===== src/rtl/imm_gen_pipe_if.sv =====
// Decode-stage handshake bundle: instruction in, extended immediate out.
interface imm_gen_pipe_if #(parameter int XLEN = 32);
  logic            in_valid;
  logic            in_ready;
  logic [31:0]     instr;
  logic            out_valid;
  logic            out_ready;
  logic [XLEN-1:0] imm;
  logic [2:0]      fmt;
  logic            illegal;

  modport master (output in_valid, instr, out_ready,
                  input  in_ready, out_valid, imm, fmt, illegal);
  modport slave  (input  in_valid, instr, out_ready,
                  output in_ready, out_valid, imm, fmt, illegal);
endinterface


===== src/rtl/imm_gen_pipe.sv =====
// RISC-V immediate generator: combinational opcode decode feeding a 2-entry
// output buffer so a single stalled cycle downstream costs no throughput.
module imm_gen_pipe #(
  parameter int XLEN        = 32,
  parameter bit SHAMT_CHECK = 1'b1
) (
  input  logic            clk,
  input  logic            rst_n,
  input  logic            flush,
  imm_gen_pipe_if.slave   bus
);

  typedef struct packed {
    logic [XLEN-1:0] imm;
    logic [2:0]      fmt;
    logic            illegal;
  } dec_t;

  localparam logic [2:0] FMT_I    = 3'd0;
  localparam logic [2:0] FMT_IU   = 3'd1;
  localparam logic [2:0] FMT_S    = 3'd2;
  localparam logic [2:0] FMT_B    = 3'd3;
  localparam logic [2:0] FMT_U    = 3'd4;
  localparam logic [2:0] FMT_J    = 3'd5;
  localparam logic [2:0] FMT_NONE = 3'd7;

  localparam logic [6:0] OP_LOAD   = 7'b0000011;
  localparam logic [6:0] OP_JALR   = 7'b1100111;
  localparam logic [6:0] OP_IMM    = 7'b0010011;
  localparam logic [6:0] OP_SYSTEM = 7'b1110011;
  localparam logic [6:0] OP_STORE  = 7'b0100011;
  localparam logic [6:0] OP_BRANCH = 7'b1100011;
  localparam logic [6:0] OP_LUI    = 7'b0110111;
  localparam logic [6:0] OP_AUIPC  = 7'b0010111;
  localparam logic [6:0] OP_JAL    = 7'b1101111;

  // Every format is first assembled as a 32-bit value, then widened to XLEN.
  function automatic logic [XLEN-1:0] sext32(input logic [31:0] v);
    return XLEN'($signed(v));
  endfunction

  logic [31:0] ins;
  logic [2:0]  f3;
  logic        is_shift;
  dec_t        dec;

  assign ins      = bus.instr;
  assign f3       = ins[14:12];
  assign is_shift = (f3 == 3'b001) || (f3 == 3'b101);

  always_comb begin
    dec = '{imm: '0, fmt: FMT_NONE, illegal: 1'b1};
    case (ins[6:0])
      OP_LOAD, OP_JALR: begin
        dec.imm     = sext32({{20{ins[31]}}, ins[31:20]});
        dec.fmt     = FMT_I;
        dec.illegal = 1'b0;
      end
      OP_IMM: begin
        dec.illegal = 1'b0;
        if (is_shift) begin
          dec.fmt = FMT_IU;
          if (XLEN == 64) dec.imm = XLEN'(ins[25:20]);
          else            dec.imm = XLEN'(ins[24:20]);
          // RV32 shamt is 5 bits; bit 25 set is a reserved encoding.
          dec.illegal = SHAMT_CHECK && (XLEN == 32) && ins[25];
        end else begin
          dec.imm = sext32({{20{ins[31]}}, ins[31:20]});
          dec.fmt = FMT_I;
        end
      end
      OP_SYSTEM: begin
        dec.fmt     = FMT_IU;
        dec.illegal = 1'b0;
        dec.imm     = f3[2] ? XLEN'(ins[19:15]) : XLEN'(ins[31:20]);
      end
      OP_STORE: begin
        dec.imm     = sext32({{20{ins[31]}}, ins[31:25], ins[11:7]});
        dec.fmt     = FMT_S;
        dec.illegal = 1'b0;
      end
      OP_BRANCH: begin
        dec.imm     = sext32({{19{ins[31]}}, ins[31], ins[7], ins[30:25], ins[11:8], 1'b0});
        dec.fmt     = FMT_B;
        dec.illegal = 1'b0;
      end
      OP_LUI, OP_AUIPC: begin
        dec.imm     = sext32({ins[31:12], 12'b0});
        dec.fmt     = FMT_U;
        dec.illegal = 1'b0;
      end
      OP_JAL: begin
        dec.imm     = sext32({{11{ins[31]}}, ins[31], ins[19:12], ins[20], ins[30:21], 1'b0});
        dec.fmt     = FMT_J;
        dec.illegal = 1'b0;
      end
      default: ;
    endcase
  end

  // Output buffer: in_ready comes from count only, never from out_ready.
  logic       hd, tl;
  logic [1:0] cnt;
  logic       push, pop;
  dec_t       mem [2];
  dec_t       head;

  assign bus.in_ready  = (cnt != 2'd2);
  assign bus.out_valid = (cnt != 2'd0);
  assign push          = bus.in_valid && bus.in_ready;
  assign pop           = bus.out_valid && bus.out_ready;

  always_ff @(posedge clk or negedge rst_n) begin
    if (!rst_n) begin
      hd  <= 1'b0;
      tl  <= 1'b0;
      cnt <= 2'd0;
    end else if (flush) begin
      hd  <= 1'b0;
      tl  <= 1'b0;
      cnt <= 2'd0;
    end else begin
      if (push) tl <= ~tl;
      if (pop)  hd <= ~hd;
      cnt <= cnt + {1'b0, push} - {1'b0, pop};
    end
  end

  // Storage needs no reset: an empty buffer masks its contents below.
  always_ff @(posedge clk) begin
    if (push && !flush) mem[tl] <= dec;
  end

  assign head        = bus.out_valid ? mem[hd] : '{imm: '0, fmt: FMT_NONE, illegal: 1'b0};
  assign bus.imm     = head.imm;
  assign bus.fmt     = head.fmt;
  assign bus.illegal = head.illegal;

endmodule


===== src/flat_wrapper.sv =====
// flat-port wrapper written by rule: the top's interface ports become plain ports
module imm_gen_pipe_flat 
#(
  parameter int XLEN        = 32,
  parameter bit SHAMT_CHECK = 1'b1
)
  (clk, rst_n, flush, bus_in_valid, bus_instr, bus_out_ready, bus_in_ready, bus_out_valid, bus_imm, bus_fmt, bus_illegal);
  imm_gen_pipe_if #(.XLEN(XLEN)) bus_i ();
  input  logic clk;
  input  logic rst_n;
  input  logic flush;
  input wire logic [$bits(bus_i.in_valid)-1:0] bus_in_valid;
  input wire logic [$bits(bus_i.instr)-1:0] bus_instr;
  input wire logic [$bits(bus_i.out_ready)-1:0] bus_out_ready;
  output wire logic [$bits(bus_i.in_ready)-1:0] bus_in_ready;
  output wire logic [$bits(bus_i.out_valid)-1:0] bus_out_valid;
  output wire logic [$bits(bus_i.imm)-1:0] bus_imm;
  output wire logic [$bits(bus_i.fmt)-1:0] bus_fmt;
  output wire logic [$bits(bus_i.illegal)-1:0] bus_illegal;
  assign bus_i.in_valid = bus_in_valid;
  assign bus_i.instr = bus_instr;
  assign bus_i.out_ready = bus_out_ready;
  assign bus_in_ready = bus_i.in_ready;
  assign bus_out_valid = bus_i.out_valid;
  assign bus_imm = bus_i.imm;
  assign bus_fmt = bus_i.fmt;
  assign bus_illegal = bus_i.illegal;
  imm_gen_pipe #(.XLEN(XLEN), .SHAMT_CHECK(SHAMT_CHECK)) u_core (.clk(clk), .rst_n(rst_n), .flush(flush), .bus(bus_i));
endmodule

===== config.mk =====
export PLATFORM = sky130hd
export DESIGN_NAME = imm_gen_pipe_flat
export DESIGN_NICKNAME = d
export VERILOG_FILES = /design/src/rtl/imm_gen_pipe_if.sv /design/src/rtl/imm_gen_pipe.sv /design/src/flat_wrapper.sv
export SDC_FILE = /design/constraint.sdc
export NUM_CORES = 1
export LEC_CHECK = 0
export BUFFER_PORTS_ARGS = -buffer_cell sky130_fd_sc_hd__buf_2
export CAP_MARGIN = 20
export CORE_UTILIZATION = 35
export DETAILED_ROUTE_END_ITERATION = 10
export PLACE_DENSITY_LB_ADDON = 0.3
export SLEW_MARGIN = 5
export SYNTH_ARGS = -nofsm -noshare
export SYNTH_HDL_FRONTEND = slang
export SYNTH_SLANG_ARGS = --single-unit

===== constraint.sdc =====
create_clock -name clk -period 7.5 [get_ports clk]
set_clock_uncertainty 0.15 [all_clocks]
set_input_delay 0.375 -clock clk [delete_from_list [all_inputs] [get_ports clk]]
set_output_delay 0.375 -clock clk [all_outputs]
set_load 0.02 [all_outputs]

==> metrics.txt, run 1 <==
status completed; DR pass1 iterations 4; Worst-Margin Slew just under 1 ns; Max Transition Viols Final 0; post-synth cell types 42; Synth Flop Type edfxtp_1; Max transition margin between 30% and 40%; total grt overflow 0; n_diodes 0; # setup viols final 0; worst skew pair latency about 0.34 ns; Max Cap Viol 0; wirelength, routed 7.81 mm; hold path depth 2; CTS Buffer Depth 2; port buffer count 74; Die Y 103 um; Max Clk Rate 0.418 GHz; Initial Util 36.2%; post-synth net total 308; final setup TNS 0 ns; CP Capture Type flop; R2R Setup Slk 5.11 ns; Synth Instances between 200 and 300; clock-pin transition on the worst setup and hold timing paths about 0.070 ns; Synth warnings 0; R2R Path Start u_core.cnt[1]$_DFF_PN0_; first-pass GRT wire length 11.8 mm; initial antenna violation count 0; DRC violation count after routing 0; ys async rst share under 10%; met1 WL around 3.4 mm; nets@finish 385; critical path data arrival time around 2.5 ns; routed length on met3 about 420 um; RSZ-0062 raised after global routing no; number of flops mapped to enable cells by yosys a little over 70; worst path required time between 7 and 8 ns; r2r worst-path depth 10; Setup crit start u_core.cnt[1]$_DFF_PN0_; synthesized flop and latch total 76; full die area about 11000 um2; fin util 43.6%; Min-Delay Path Class in2reg; P&R area growth vs syn 20.4%; hold wc startpoint flush; largest net degree at the start of global routing 38; H-tree depth 3; most frequent cells after synthesis edfxtp_1 (72), nor2_1 (41), mux2i_1 (36); fin crit period 2.39 ns; CTS sink cnt 76; Root Driver clkbuf_8; core region area 9820 um2; Min-Delay Endpoint u_core.hd$_DFFE_PN0P_; Top Layer Used met4; Worst setup SP type flop; final period utilization a little under a third; crit path kind reg2reg; synth top area cells edfxtp_1 (61%), mux2i_1 (10%), a21o_1 (4.9%); reg2reg end u_core.cnt[1]$_DFF_PN0_; Die W roughly 100 um; CTS tree yes; pwr dens 288 nW/um2; WL/cell around 16 um; crit-path max FO 34; post-route cell area around 4300 um2; hpwl dp roughly 5.2 mm; post-synthesis sequential area ratio a little under two thirds; Cell Area, Synth roughly 3600 um2; share of cells above drive strength 1 roughly 29%; Synth top area share roughly 61%; Met2 Routed Length between 3 and 4 mm; GPL Wtd Cong between 0.8 and 0.9; Setup Buffers After CTS 0; most common cell in the netlist edfxtp_1; largest area contributor in the netlist edfxtp_1; fill count between 900 and 1000; Vias per Instance between 4 and 5; Ports 75; Final ANT Viol Nets 0; vias in the first global route roughly 2400; gr usage total between 15 and 20%; Rows 36; CTS Buf Count 9; final hold vios 0; post-cts resize count 0; VDD IR max about 110 uV; placed cell areas 4070 um2; average size of a mapped cell about 13 um2; Leak 1.81 nW; initial detailed-routing violation count just under 90; Vias ~2400
-- final cells by class --
class	count	area (um2)	area share (%)
Clock buffer	9	124	2.89
Clock inverter	6	56.3	1.31
Inverter	7	26.3	0.613
Multi-Input combinational cell	173	1220	28.6
Sequential cell	76	2260	52.8
Tap cell	133	166	3.89
Timing Repair Buffer	79	423	9.87
-- worst max-delay path, cell delays in order, from the launching register on --
cell,delay [ns]
dfrtp_1,0.42
nor2_2,0.11
buf_4,0.37
inv_1,0.16
and2_1,0.21
ha_1,0.29
inv_1,0.06
ha_1,0.15
xor2_1,0.17
xnor2_1,0.13
nor2_1,0.05
-- registers in the layout, indices dropped and copies added (netlist names) --
signal,cells
u_core.mem,72
u_core.cnt,2
u_core.tl,1
u_core.hd,1
-- power breakdown --
group / switching [mW] / leakage [nW] / internal (mW) / total [mW]
combinational: 0.267 / 1.00 / 0.150 / 0.417
clock: 0.137 / 0.0923 / 0.149 / 0.286
sequential: 0.0235 / 0.717 / 0.507 / 0.531
total: 0.427 / 1.81 / 0.806 / 1.23
-- logic make-up after synthesis --
kind of cell / share of synthesized area [%]
flip-flops: 63.6
XOR/XNOR: 0.985
buffers and inverters: 2.39
AND/OR/NAND/NOR: 12.7
adder cells (fa/ha/maj): 0.703
AO/OA/AOI/OAI: 9.49
multiplexers: 10.1
-- cells in the final DEF (no fill, tap or decap), types with 2 or more instances in the layout --
cell type,instances
nor2_1,40
a21o_1,23
nor3b_1,2
nor3_1,2
buf_2,74
xnor2_1,2
dfrtp_1,3
a31oi_1,3
edfxtp_1,72
o21ai_0,4
nand2b_1,3
xor2_1,2
nand2_1,10
nor2b_1,5
a21oi_1,2
buf_4,3
and2_1,6
inv_1,7
ha_1,2
nand3_1,4
clkinv_2,3
clkbuf_8,9
a21oi_2,2
mux2i_1,36
a22o_1,4
-- worst max-delay path by stage --
stage	cells after the start	slack, ns	to
2_1_floorplan	3	3.41	u_core.mem[1][0]$_DFFE_PP_
3_3_place_gp	5	5.08	u_core.mem[0][30]$_DFFE_PP_
3_5_place_dp	5	5.03	u_core.mem[0][25]$_DFFE_PP_
4_1_cts	3	4.87	bus_imm[20]
5_1_grt	10	4.93	u_core.cnt[1]$_DFF_PN0_
6_report	10	5.11	u_core.cnt[1]$_DFF_PN0_
-- through the flow --
step,hold WS [ns],power [mW],worst slack (ns),cells
global placement,0.0320,0.950,5.08,466
detailed placement,0.0392,0.958,5.03,466
floorplan,-0.0706,0.819,3.41,269
global route,0.123,1.31,4.93,483
finish,0.132,1.23,5.11,483
CTS,0.118,1.24,4.87,482
-- metal layers --
metal,global-route usage [%],vias to the layer above
li1,-,1151
met3,5.49,7
met5,0,-
met4,4.01,0
met2,26.9,73
met1,18.1,1177
-- what timing repair did --
action | CTS | global route
hold endpoints to repair | 4 | 0
hold buffers | 1 | 0
endpoints found under the setup margin | 0 | 0
No activity file was read; power rests on OpenSTA's default activity.
==> run 2, diff against run 1 <==
==> constraint.sdc (replaced) <==
create_clock -name clk -period 2.2 [get_ports clk]
set_clock_uncertainty 0.15 [all_clocks]
set_input_delay 0.11 -clock clk [delete_from_list [all_inputs] [get_ports clk]]
set_output_delay 0.11 -clock clk [all_outputs]
set_load 0.02 [all_outputs]
==> run 2 against run 1 <==
Total power rose to 3.5 times the previous value. Combinational power rose to 3.5 times the previous value. Via count rose by 2.2%. Flip-flop and latch count did not move. Die area did not move. First-iteration DRC count rose by 15%. Register-to-register slack got worse by 4.9 ns. Fmax rose by 19%. Largest cell class unchanged.
==> metrics.txt, run 2 (synthesis results as in run 1) <==
Max Cap Viol 0 (unchanged); Setup crit start u_core.cnt[1]$_DFF_PN0_; power share of the clock group 24.1% (+0.9 points); P_sw 1.47 mW (+240%); final setup TNS 0 ns (unchanged); Sw Share 34.1% (-0.58 points); worst skew pair latency 0.33 ns (about the same); CTS tree yes; Layout Cells excl Fill 509 (+5.4%); Min-Delay Path Class in2reg; R2R Path Start u_core.cnt[1]$_DFF_PN0_; hpwl dp 5.18 mm (-1.1%); Final ANT Viol Nets 0 (unchanged); placed cells 469 (+0.64%); Worst setup SP type flop; core region area 9820 um2 (unchanged); worst path required time 2.27 ns (-5.31 ns); Max Clk Rate 0.496 GHz (+19%); Die Y 103 um (unchanged); Die W 103 um (unchanged); fin crit period 2.02 ns (-0.376 ns); CTS Buf Count 9 (unchanged); internal cell power 2.85 mW (+250%); clock-pin transition on the worst setup and hold timing paths 0.08 ns (about the same); most frequent cells in the layout buf_2 (74), edfxtp_1 (72), nor2_1 (40); CTS sink cnt 76 (unchanged); vias in the first global route 2510 (+4.3%); Max Transition Viols Final 0 (unchanged); Ports 75 (unchanged); final period utilization 91.7% (+60 points); Initial Util 36.2% (unchanged); port buffer count 74 (unchanged); DRC violation count after routing 0 (unchanged); wirelength, routed 7.85 mm (+0.58%); final worst slack 0.182 ns (-4.92 ns); Tot Pwr 4.32 mW (+250%); final hold vios 0 (unchanged); Setup WS pre-CTS 0.186 ns (-4.85 ns); total grt overflow 0 (unchanged); full die area 10600 um2 (unchanged); WL/cell 15.4 um (-4.6%); RSZ-0062 raised after global routing no; CTS Buffer Depth 2 (unchanged); Largest regs u_core.mem (72), u_core.cnt (2); CP Capture Type flop; P&R area growth vs syn 29.0%; Leak 1.94 nW (+6.9%); max FFs per register 72 (unchanged); initial antenna violation count 0 (unchanged); Root Driver clkbuf_8; CP top delay family adder cells; DR pass1 iterations 4 (unchanged); largest net degree at the start of global routing 37 (-2.6%); Vias 2461 (+2.2%); Vias per Instance 4.83 (-3.0%); Reg power frac 41.9% (-1.1 points); H-tree depth 3 (unchanged); Critical Path Max Stage Delay 0.44 ns (+0.02 ns); initial detailed-routing violation count 100 (+15%); crit-path max FO 5 (-85%); most common cell after layout, fill and taps aside buf_2; Max transition margin 60.1% (+26 points); crit path kind reg2reg; critical-path cell list nor2_2, inv_1, and2_1, ha_1, inv_1, ha_1, xor2_1, xnor2_1, nor2_1; GPL Wtd Cong 0.859 (+0.40%); gr usage total 15.8% (+0.35 points); Biggest register u_core.mem; first-pass GRT wire length 12.3 mm (+3.5%); critical path data arrival time 2.09 ns (-0.38 ns); crit path max-delay cell type dfrtp_1; Rows 36 (unchanged); pwr dens 940 nW/um2 (+230%); VDD IR max 436 uV (+310%); final hold slack 0.0362 ns (-0.0958 ns); worst path buffer plus inverter count 2 (-1); Worst-Margin Slew 0.595 ns (-0.394 ns); share of cells above drive strength 1 28.2% (-0.95 points); # setup viols final 0 (unchanged); status completed; nets@finish 410 (+6.5%); Logic pwr share 34.0% (+0.2 points); n_diodes 0 (unchanged); hold wc startpoint bus_instr[9]
==> run 2: cell types whose count changed in the layout (fill, tap and decap cells not counted), moves of 2 or more <==
cell,delta
clkbuf_1,+2
dlygate4sd3_1,+23
clkinv_2,-2
buf_12,+2
==> run 2: worst reg2reg max path, cell delays in order (launching register included) <==
cell and delay, ns:
dfrtp_1 0.44, nor2_2 0.15, inv_1 0.09, and2_1 0.19, ha_1 0.29, inv_1 0.06, ha_1 0.17, xor2_1 0.18
xnor2_1 0.13, nor2_1 0.05
==> run 2: area by class of cell <==
type	instances	area (um2)
Timing Repair Buffer	104	693
Sequential cell	76	2260
Clock inverter	4	51.3
Fill cell	931	5230
Tap cell	133	166
Inverter	7	26.3
Clock buffer	12	145
Multi-Input combinational cell	173	1250
==> run 2: metrics by stage <==
stage               util, %  instance area [um2]
CTS                    46.8                 4590
global placement       42.3                 4160
global route           46.8                 4590
floorplan                 -                 3590
finish                 46.8                 4590
detailed placement     42.3                 4160
==> run 2: path summary, 6_finish.rpt <==
| path | depth (start not counted) | endpoint | slack (ns) |
|---|---|---|---|
| hold / removal | 3 | u_core.mem[0][6]$_DFFE_PP_ | 0.04 |
| setup reg to reg | 9 | u_core.cnt[1]$_DFF_PN0_ | 0.18 |
| setup / recovery | 9 | u_core.cnt[1]$_DFF_PN0_ | 0.18 |
| min in group asynchronous | 3 | u_core.tl$_DFFE_PN0P_ | 0.51 |
| max in group asynchronous | 3 | u_core.hd$_DFFE_PN0P_ | 1.21 |
| hold reg to reg | 2 | u_core.tl$_DFFE_PN0P_ | 0.49 |
==> run 2: what timing repair did <==
item | CTS | global route
setup buffers | 0 | 0
hold buffers | 24 | 0
endpoints found under the hold margin | 68 | 0
resized for setup | 0 | 0
==> run 2: metal layers <==
layer | global-route usage (%) | share of wire [%] | up-vias
met2 | 27.8 | 52 | 64
met1 | 19.0 | 44 | 1198
met4 | 3.68 | 0.48 | 0
met3 | 4.68 | 4.4 | 2
met5 | 0 | 0 | -
li1 | - | - | 1197
==> run 2: power groups by stage <==
stage / combinational (mW) / sequential (mW) / clock, mW
2_1_floorplan: 1.01 / 1.80 / 0
3_3_place_gp: 1.44 / 1.84 / 0
3_5_place_dp: 1.46 / 1.85 / 0
4_1_cts: 1.50 / 1.81 / 1.08
5_1_grt: 1.62 / 1.83 / 1.14
6_report: 1.47 / 1.81 / 1.04
